File: config.mk
export PLATFORM = sky130hd
export DESIGN_NAME = tmds_align_ctrl
export DESIGN_NICKNAME = d
export VERILOG_FILES = /design/src/rtl/sniffer_pkg.sv /design/src/rtl/tmds_token_detect.sv /design/src/rtl/tmds_align_ctrl.sv
export SDC_FILE = /design/constraint.sdc
export NUM_CORES = 1
export LEC_CHECK = 0
export BUFFER_PORTS_ARGS = -buffer_cell sky130_fd_sc_hd__buf_2
export CORE_UTILIZATION = 35
export DETAILED_ROUTE_END_ITERATION = 8
export MAX_ROUTING_LAYER = met4
export PLACE_DENSITY = 0.54
export RECOVER_POWER = 100
export SYNTH_ARGS = -nofsm -noshare
export SYNTH_HDL_FRONTEND = slang
export SYNTH_SLANG_ARGS = --single-unit
export TNS_END_PERCENT = 5
File: constraint.sdc
create_clock -name clk -period 3.21 [get_ports clk]
set_clock_uncertainty 0.1 [all_clocks]
set_input_delay 0.321 -clock clk [delete_from_list [all_inputs] [get_ports clk]]
set_output_delay 0.321 -clock clk [all_outputs]
set_load 0.05 [all_outputs]
File: src/rtl/sniffer_pkg.sv
// Shared TMDS sniffer definitions: control-token constants, alignment FSM
// states and the control-token matcher used by the aligner and the decoder.
package sniffer_pkg;

   localparam logic [9:0] CTRL_TOKEN_0 = 10'b1101010100;
   localparam logic [9:0] CTRL_TOKEN_1 = 10'b0010101011;
   localparam logic [9:0] CTRL_TOKEN_2 = 10'b0101010100;
   localparam logic [9:0] CTRL_TOKEN_3 = 10'b1010101011;

   typedef enum logic [2:0] {
      IDLE,
      SEARCH,
      SLIP,
      SETTLE,
      LOCKED
   } align_state_e;

   function automatic logic is_ctrl_token(input logic [9:0] w);
      return (w == CTRL_TOKEN_0) || (w == CTRL_TOKEN_1) ||
             (w == CTRL_TOKEN_2) || (w == CTRL_TOKEN_3);
   endfunction

endpackage

File: src/rtl/tmds_token_detect.sv
// Control-token run detector: saturating run counter and a strobe on the word
// that completes a run of CTRL_RUN consecutive tokens.
module tmds_token_detect #(
   parameter int unsigned CTRL_RUN = 8
) (
   input  logic       clk,
   input  logic       rst,
   input  logic       clr_i,
   input  logic       valid_i,
   input  logic [9:0] word_i,
   output logic       run_done_o
);
   import sniffer_pkg::*;

   localparam int unsigned RW = $clog2(CTRL_RUN) + 1;

   logic [RW-1:0] run_cnt_q, run_cnt_d;
   logic          is_ctrl;

   assign is_ctrl = is_ctrl_token(word_i);

   // Strobe is independent of clr_i so the FSM can gate it without a loop.
   assign run_done_o = valid_i && is_ctrl && (run_cnt_q == RW'(CTRL_RUN - 1));

   always_comb begin
      run_cnt_d = run_cnt_q;
      if (clr_i) begin
         run_cnt_d = '0;
      end else if (valid_i) begin
         if (!is_ctrl)
            run_cnt_d = '0;
         else if (run_cnt_q != RW'(CTRL_RUN))
            run_cnt_d = run_cnt_q + 1'b1;
      end
   end

   always_ff @(posedge clk) begin
      if (rst) run_cnt_q <= '0;
      else     run_cnt_q <= run_cnt_d;
   end

endmodule

File: src/rtl/tmds_align_ctrl.sv
// TMDS channel word-alignment controller: hunts for control-token runs,
// issues bitslips until enough runs are seen, then forwards aligned words.
module tmds_align_ctrl #(
   parameter int unsigned SEARCH_WORDS = 4096,
   parameter int unsigned CTRL_RUN     = 8,
   parameter int unsigned LOCK_RUNS    = 4,
   parameter int unsigned SLIP_SETTLE  = 16,
   parameter int unsigned LOSS_WORDS   = 65536
) (
   input  logic       clk,
   input  logic       rst,
   input  logic       enable,
   input  logic       data_valid,
   input  logic [9:0] data_raw,
   output logic       bitslip,
   output logic       aligned,
   output logic [3:0] slip_count,
   output logic       data_ready,
   output logic [9:0] data_out
);
   import sniffer_pkg::*;

   localparam int unsigned WIN_MAX = (SEARCH_WORDS > LOSS_WORDS) ? SEARCH_WORDS : LOSS_WORDS;
   localparam int unsigned WW      = $clog2(WIN_MAX) + 1;
   localparam int unsigned RSW     = $clog2(LOCK_RUNS) + 1;
   localparam int unsigned STW     = $clog2(SLIP_SETTLE) + 1;

   align_state_e   state_q, state_d;
   logic [WW-1:0]  win_cnt_q, win_cnt_d;
   logic [RSW-1:0] runs_seen_q, runs_seen_d;
   logic [STW-1:0] settle_cnt_q, settle_cnt_d;
   logic [3:0]     slip_cnt_q, slip_cnt_d;
   logic           bitslip_q, aligned_q, data_ready_q;
   logic [9:0]     data_out_q;
   logic           run_done, det_clr, fwd;

   tmds_token_detect #(.CTRL_RUN(CTRL_RUN)) u_detect (
      .clk        (clk),
      .rst        (rst),
      .clr_i      (det_clr),
      .valid_i    (data_valid),
      .word_i     (data_raw),
      .run_done_o (run_done)
   );

   always_comb begin
      state_d      = state_q;
      win_cnt_d    = win_cnt_q;
      runs_seen_d  = runs_seen_q;
      settle_cnt_d = settle_cnt_q;
      slip_cnt_d   = slip_cnt_q;
      det_clr      = 1'b0;
      case (state_q)
         IDLE: begin
            win_cnt_d    = '0;
            runs_seen_d  = '0;
            settle_cnt_d = '0;
            det_clr      = 1'b1;
            state_d      = SEARCH;
         end
         SEARCH: begin
            if (data_valid) begin
               if (run_done) begin
                  win_cnt_d   = '0;
                  runs_seen_d = runs_seen_q + 1'b1;
                  if (runs_seen_q == RSW'(LOCK_RUNS - 1))
                     state_d = LOCKED;
               end else if (win_cnt_q == WW'(SEARCH_WORDS - 1)) begin
                  state_d = SLIP;
               end else begin
                  win_cnt_d = win_cnt_q + 1'b1;
               end
            end
         end
         SLIP: begin
            slip_cnt_d   = (slip_cnt_q == 4'd9) ? 4'd0 : slip_cnt_q + 4'd1;
            settle_cnt_d = '0;
            det_clr      = 1'b1;
            state_d      = SETTLE;
         end
         SETTLE: begin
            det_clr = 1'b1;
            if (settle_cnt_q == STW'(SLIP_SETTLE - 1)) begin
               settle_cnt_d = '0;
               win_cnt_d    = '0;
               runs_seen_d  = '0;
               state_d      = SEARCH;
            end else begin
               settle_cnt_d = settle_cnt_q + 1'b1;
            end
         end
         LOCKED: begin
            if (data_valid) begin
               if (run_done) begin
                  win_cnt_d = '0;
               end else if (win_cnt_q == WW'(LOSS_WORDS - 1)) begin
                  win_cnt_d   = '0;
                  runs_seen_d = '0;
                  det_clr     = 1'b1;
                  state_d     = SEARCH;
               end else begin
                  win_cnt_d = win_cnt_q + 1'b1;
               end
            end
         end
         default: state_d = IDLE;
      endcase
      // Disable overrides every transition; only slip_count survives.
      if (!enable) begin
         state_d      = IDLE;
         win_cnt_d    = '0;
         runs_seen_d  = '0;
         settle_cnt_d = '0;
         slip_cnt_d   = slip_cnt_q;
         det_clr      = 1'b1;
      end
   end

   assign fwd = enable && (state_q == LOCKED) && data_valid;

   always_ff @(posedge clk) begin
      if (rst) begin
         state_q      <= IDLE;
         win_cnt_q    <= '0;
         runs_seen_q  <= '0;
         settle_cnt_q <= '0;
         slip_cnt_q   <= '0;
         bitslip_q    <= 1'b0;
         aligned_q    <= 1'b0;
         data_ready_q <= 1'b0;
         data_out_q   <= '0;
      end else begin
         state_q      <= state_d;
         win_cnt_q    <= win_cnt_d;
         runs_seen_q  <= runs_seen_d;
         settle_cnt_q <= settle_cnt_d;
         slip_cnt_q   <= slip_cnt_d;
         bitslip_q    <= (state_d == SLIP);
         aligned_q    <= (state_d == LOCKED);
         data_ready_q <= fwd;
         data_out_q   <= fwd ? data_raw : '0;
      end
   end

   assign bitslip    = bitslip_q;
   assign aligned    = aligned_q;
   assign slip_count = slip_cnt_q;
   assign data_ready = data_ready_q;
   assign data_out   = data_out_q;

endmodule

Word level (Yosys, flattened, before mapping)
Index checks and enable logic that the tools add are counted.

Register bits: 49. Output and inout bits: 17. Logic and storage cells: 96.

Add/subtract/negate cells: 5. Equality and inequality tests: 25. Mux-type cells: 35. Bitwise gates (word level): 2. Reduce and logical (&&, ||, !) cells: 19.

Operators with widths (count): 17-bit 2-to-1 mux (7); 17-bit one-hot mux with 4 select lines (1); 3-bit 2-to-1 mux (15); 10-bit == test, second input constant (2); 17-bit by 1-bit adder with 17-bit output, second input constant (1); 17-bit by 12-bit == test with 1-bit output, second input constant (1); 17-bit by 16-bit == test with 1-bit output, second input constant (1); 3-bit one-hot mux with 5 select lines (1); 2-bit != test, second input constant (7); 3-bit by 2-bit == test with 1-bit output, second input constant (4); 4-bit 2-to-1 mux (3); 3-bit one-hot mux with 4 select lines (1); 10-bit by 8-bit == test with 1-bit output, second input constant (1); 10-bit by 9-bit == test with 1-bit output, second input constant (1); 5-bit one-hot mux with 2 select lines (1); 4-bit by 1-bit adder with 4-bit output, second input constant (2); 2-bit OR reduction (4); 7-bit AND reduction (1); 3-bit == test, second input constant (2); 5-bit by 1-bit adder with 5-bit output, second input constant (1); 5-bit by 4-bit == test with 1-bit output, second input constant (1); 5-bit 2-to-1 mux (1); 5-bit AND reduction (1); 4-bit by 3-bit == test with 1-bit output, second input constant (1); other kinds (15) (25).

Logic depth before layout (Yosys ltp)
Depth in word-level cells: 11. Gate-level depth with buffers: 11.

Hierarchy
A second synthesis with hierarchy kept.

Cell total of the unflattened synthesis: 307. Area total of the unflattened synthesis: 2638.8 um^2.

By module, submodules not included: tmds_align_ctrl (instances 1, cells each 270, area each 2322.2 um^2); tmds_token_detect (instances 1, cells each 37, area each 316.6 um^2).

Least setup slack after synthesis
No wires, ideal clock.

Kind: flip-flop to flip-flop. From: reg win_cnt_q[6]. To: reg runs_seen_q[1]. Library setup time: 129 ps. Data arrival time: 2264 ps. Data required time: 2981 ps. Path slack: 717 ps. Stages on the path, launching flop included: 11. Buffers on the path: 0. Clock period less this slack: 2493 ps. Cell sequence: dfxtp_1 and4_1 and2_1 and3_1 and3_1 ha_1 inv_1 or3_1 a211oi_4 mux2i_1 nor2_1.

Longest elaborated chain between the ends: 3.

Ends and longest elaborated chain: from (decl) (line tmds_align_ctrl.sv:29) `logic [WW-1:0] win_cnt_q, win_cnt_d;`; from (signal assigned) (line tmds_align_ctrl.sv:134) `win_cnt_q <= win_cnt_d;`; 17-bit by 16-bit == test with 1-bit output (line tmds_align_ctrl.sv:96) `end else if (win_cnt_q == WW'(LOSS_WORDS - 1)) begin`; 2-bit != test (no source line); 7-bit AND reduction (no source line); to (signal assigned) (line tmds_align_ctrl.sv:135) `runs_seen_q <= runs_seen_d;`; to (decl) (line tmds_align_ctrl.sv:30) `logic [RSW-1:0] runs_seen_q, runs_seen_d;`.

No other way between the ends. A chain may end at the register's enable or synchronous reset.

Final worst setup path
Same ends and word-level chain as after synthesis.

==> flow_summary.json <==
{
  "die_x_um": 87.1,
  "antenna_cells": 0,
  "worst_setup_path_start_kind": "register",
  "avgSynthCellArea_um2": 9.08,
  "dieArea_um2": 7580,
  "required_ns": 3.29,
  "cts_buffers": 5,
  "r2r-start": "win_cnt_q[6]",
  "vias": 1983,
  "final_nets": 332,
  "worstPathCellList": "and4_1 -> and2_0 -> and3_1 -> and3_1 -> ha_1 -> inv_1 -> or3_1 -> a211oi_4 -> mux2i_1 -> nor2_1",
  "io_buffers": 30,
  "max_stage_delay_ns": 0.41,
  "grt_pass1_vias": 1818,
  "ctsHoldBuffers": 0,
  "worst-setup-path-type": "register to register",
  "core_um2": 6910,
  "maxCapViolations": 0,
  "synth_flop_cell": "dfxtp_1",
  "h-tree-depth": 2,
  "crit_path_frequent_cell": "and3_1",
  "drtAntennaViolNets": 0,
  "yosysSeqAreaShare_pct": 38.7,
  "clock_latency_ns": 0.30,
  "synth_seq_cells": 49,
  "final_common_cell": "dfxtp_1",
  "pwr-share-comb_pct": 5.2,
  "async_flop_share_pct": 0,
  "cts_max_path_buffers": 2,
  "cp_max_fo": 6,
  "rsz0062_at_grt": "false",
  "first_pass_iters": 4,
  "r2r_end": "runs_seen_q[1]",
  "syn_area_um2": 2530,
  "status": "finished, final reports clean",
  "tritoncts": "built",
  "pwr-share-seq_pct": 60.1,
  "drive_above_1_share_pct": 15.8,
  "grt_pass1_wl_um": 8450,
  "crit_family": "simple AND/OR/NAND/NOR gates",
  "grt_max_degree": 18,
  "numClockSinks": 49,
  "p_per_area_nw_per_um2": 362,
  "arrival_ns": 2.78,
  "irDropWorstVdd_mv": 0.155,
  "avgRoutedWirePerCell_um": 12.2,
  "chipHeight_um": 87.1,
  "overflow": 0,
  "slowest_stage": "dfxtp_1",
  "p_leak_nw": 0.950,
  "swShare_pct": 23.3,
  "clkSlewWorstSetupHoldPaths_ns": 0.09,
  "cp_num_cells": 10,
  "maxSlewViolCount": 0,
  "startpoint": "win_cnt_q[6]",
  "cell_internal_pwr_mw": 0.781,
  "drc_errors": 0,
  "setup_viol": 0,
  "crit_end": "runs_seen_q[1]",
  "layout_common_cells": "dfxtp_1, nor2_1, nand2_1",
  "worst_hold_slack_ns": 0.115,
  "hold_path.class": "input port to register",
  "cts-root-buf": "clkbuf_8",
  "synth_cell_types": 56,
  "globalplace.congestion": 0.779,
  "power.switching_mw": 0.238,
  "viasPerCell": 4.87,
  "initialDrtViolationCount": 81,
  "antenna_found_initial": 0,
  "cp.buffers_inverters": 1,
  "final.min_clock_period_ns": 2.71,
  "fmax_mhz": 370,
  "hold_violations": 0,
  "critPathCaptureType": "register",
  "dp_hpwl_um": 3580,
  "syn_nets": 301,
  "start_util_pct": 36.7,
  "fin_tns_setup_ns": 0,
  "relSlewSlack_pct": 55.1,
  "ios": 31,
  "synth_edf_count": 0,
  "reg2reg_slack_ns": 0.50,
  "p_clk_share_pct": 34.7,
  "reg2regPathDepth": 10,
  "yosysWarningCount": 0,
  "fin_crit_sh_pct": 84.3,
  "cts_setup_buffers": 0,
  "track_usage_pct": 14.8,
  "cts_resized": 0,
  "worst-slew-pin-transition_ns": 0.670,
  "synth_cells": 279,
  "wl_um": 4950,
  "synthToLayoutAreaGrowth_pct": 11.1,
  "std_cell_rows": 30
}
[power by group through the flow]
stage                     Sequential (mW)  Clock, mW  Combinational (mW)
after global placement              0.626          0              0.0549
after CTS                           0.612      0.367              0.0549
after global routing                0.613      0.398              0.0592
after detailed placement            0.626          0              0.0546
after floorplan                     0.624          0              0.0373
final                               0.612      0.354              0.0530
[flip-flops by register name, summed over array words and instances, names as in the netlist]
signal              cells
settle_cnt_q            5
state_q                 3
win_cnt_q              17
u_detect.run_cnt_q      4
aligned                 1
slip_count              4
data_out               10
bitslip                 1
data_ready              1
runs_seen_q             3
[stage by stage]
stage                     power (mW)  util, %  area [um^2]  setup WS [ns]  std cells
after detailed placement       0.681     40.2         2780          0.543        399
final                           1.02     40.7         2810          0.504        407
after global placement         0.681     40.2         2780          0.592        399
after floorplan                0.662        -         2530          0.717        279
after global routing            1.07     40.7         2810          0.337        407
after CTS                       1.03     41.4         2860          0.527        407
[cell type report]
class                   count  area [um^2]
inverters                   9         33.8
clock inverters             2         10.0
repair buffers             34          151
well taps                  96          120
multi-input cells         211         1440
flip-flops and latches     49          981
fillers                   752         4090
clock buffers               6         72.6
[per-layer routing]
layer | GRT usage (%) | vias up | routed length [um]
met2 | 23.7 | 35 | 2230
met5 | - | - | 0
met4 | 5.45 | 0 | 78
met3 | 3.60 | 7 | 227
li1 | - | 1035 | -
met1 | 18.0 | 906 | 2420
[how the worst min path moves through the flow]
stage	depth (start not counted)	slack [ns]	to	from
2_1_floorplan	1	0.29	slip_count[3]	rst
3_3_place_gp	2	0.32	settle_cnt_q[4]	settle_cnt_q[4]
3_5_place_dp	2	0.32	settle_cnt_q[4]	settle_cnt_q[4]
4_1_cts	2	0.11	data_out[9]	data_raw[9]
5_1_grt	2	0.11	data_out[9]	data_raw[9]
6_report	2	0.12	data_out[9]	data_raw[9]
[cell families (layout without fill, tap and decap cells)]
family	count (synthesis)	after routing	share of synthesized area, %
multiplexers	3	3	1.19
AND/OR/NAND/NOR	147	147	36.7
adder cells (fa/ha/maj)	8	8	3.95
AO/OA/AOI/OAI	35	35	9.68
buffers and inverters	19	51	3.56
XOR/XNOR	18	18	6.23
flip-flops	49	49	38.7
[synthesized netlist by cell type, types with 3 or more instances]
cell      count  area share [%]
dfxtp_1      49              39
nor2_1       30             4.4
nand2_1      24             3.6
xnor2_1      14             4.8
a21oi_1      12             2.4
and2_1       12             3.0
nor3_1       11             2.2
inv_1         9             1.3
ha_1          8             4.0
nand3_1       8             1.6
o21ai_0       8             1.6
nor2b_1       7             1.7
nor3_2        6             2.4
and3_1        5             1.2
clkbuf_1      5            0.74
nand4_1       5             1.2
nand4b_1      4             1.4
nor3b_1       4             1.2
xor2_1        4             1.4
buf_2         3            0.59
mux2i_1       3             1.2
nor4_1        3            0.74
nor4_2        3             1.5
nor4_4        3             2.5
or3_1         3            0.74
Note: power is estimated with default switching activity, not from simulation.
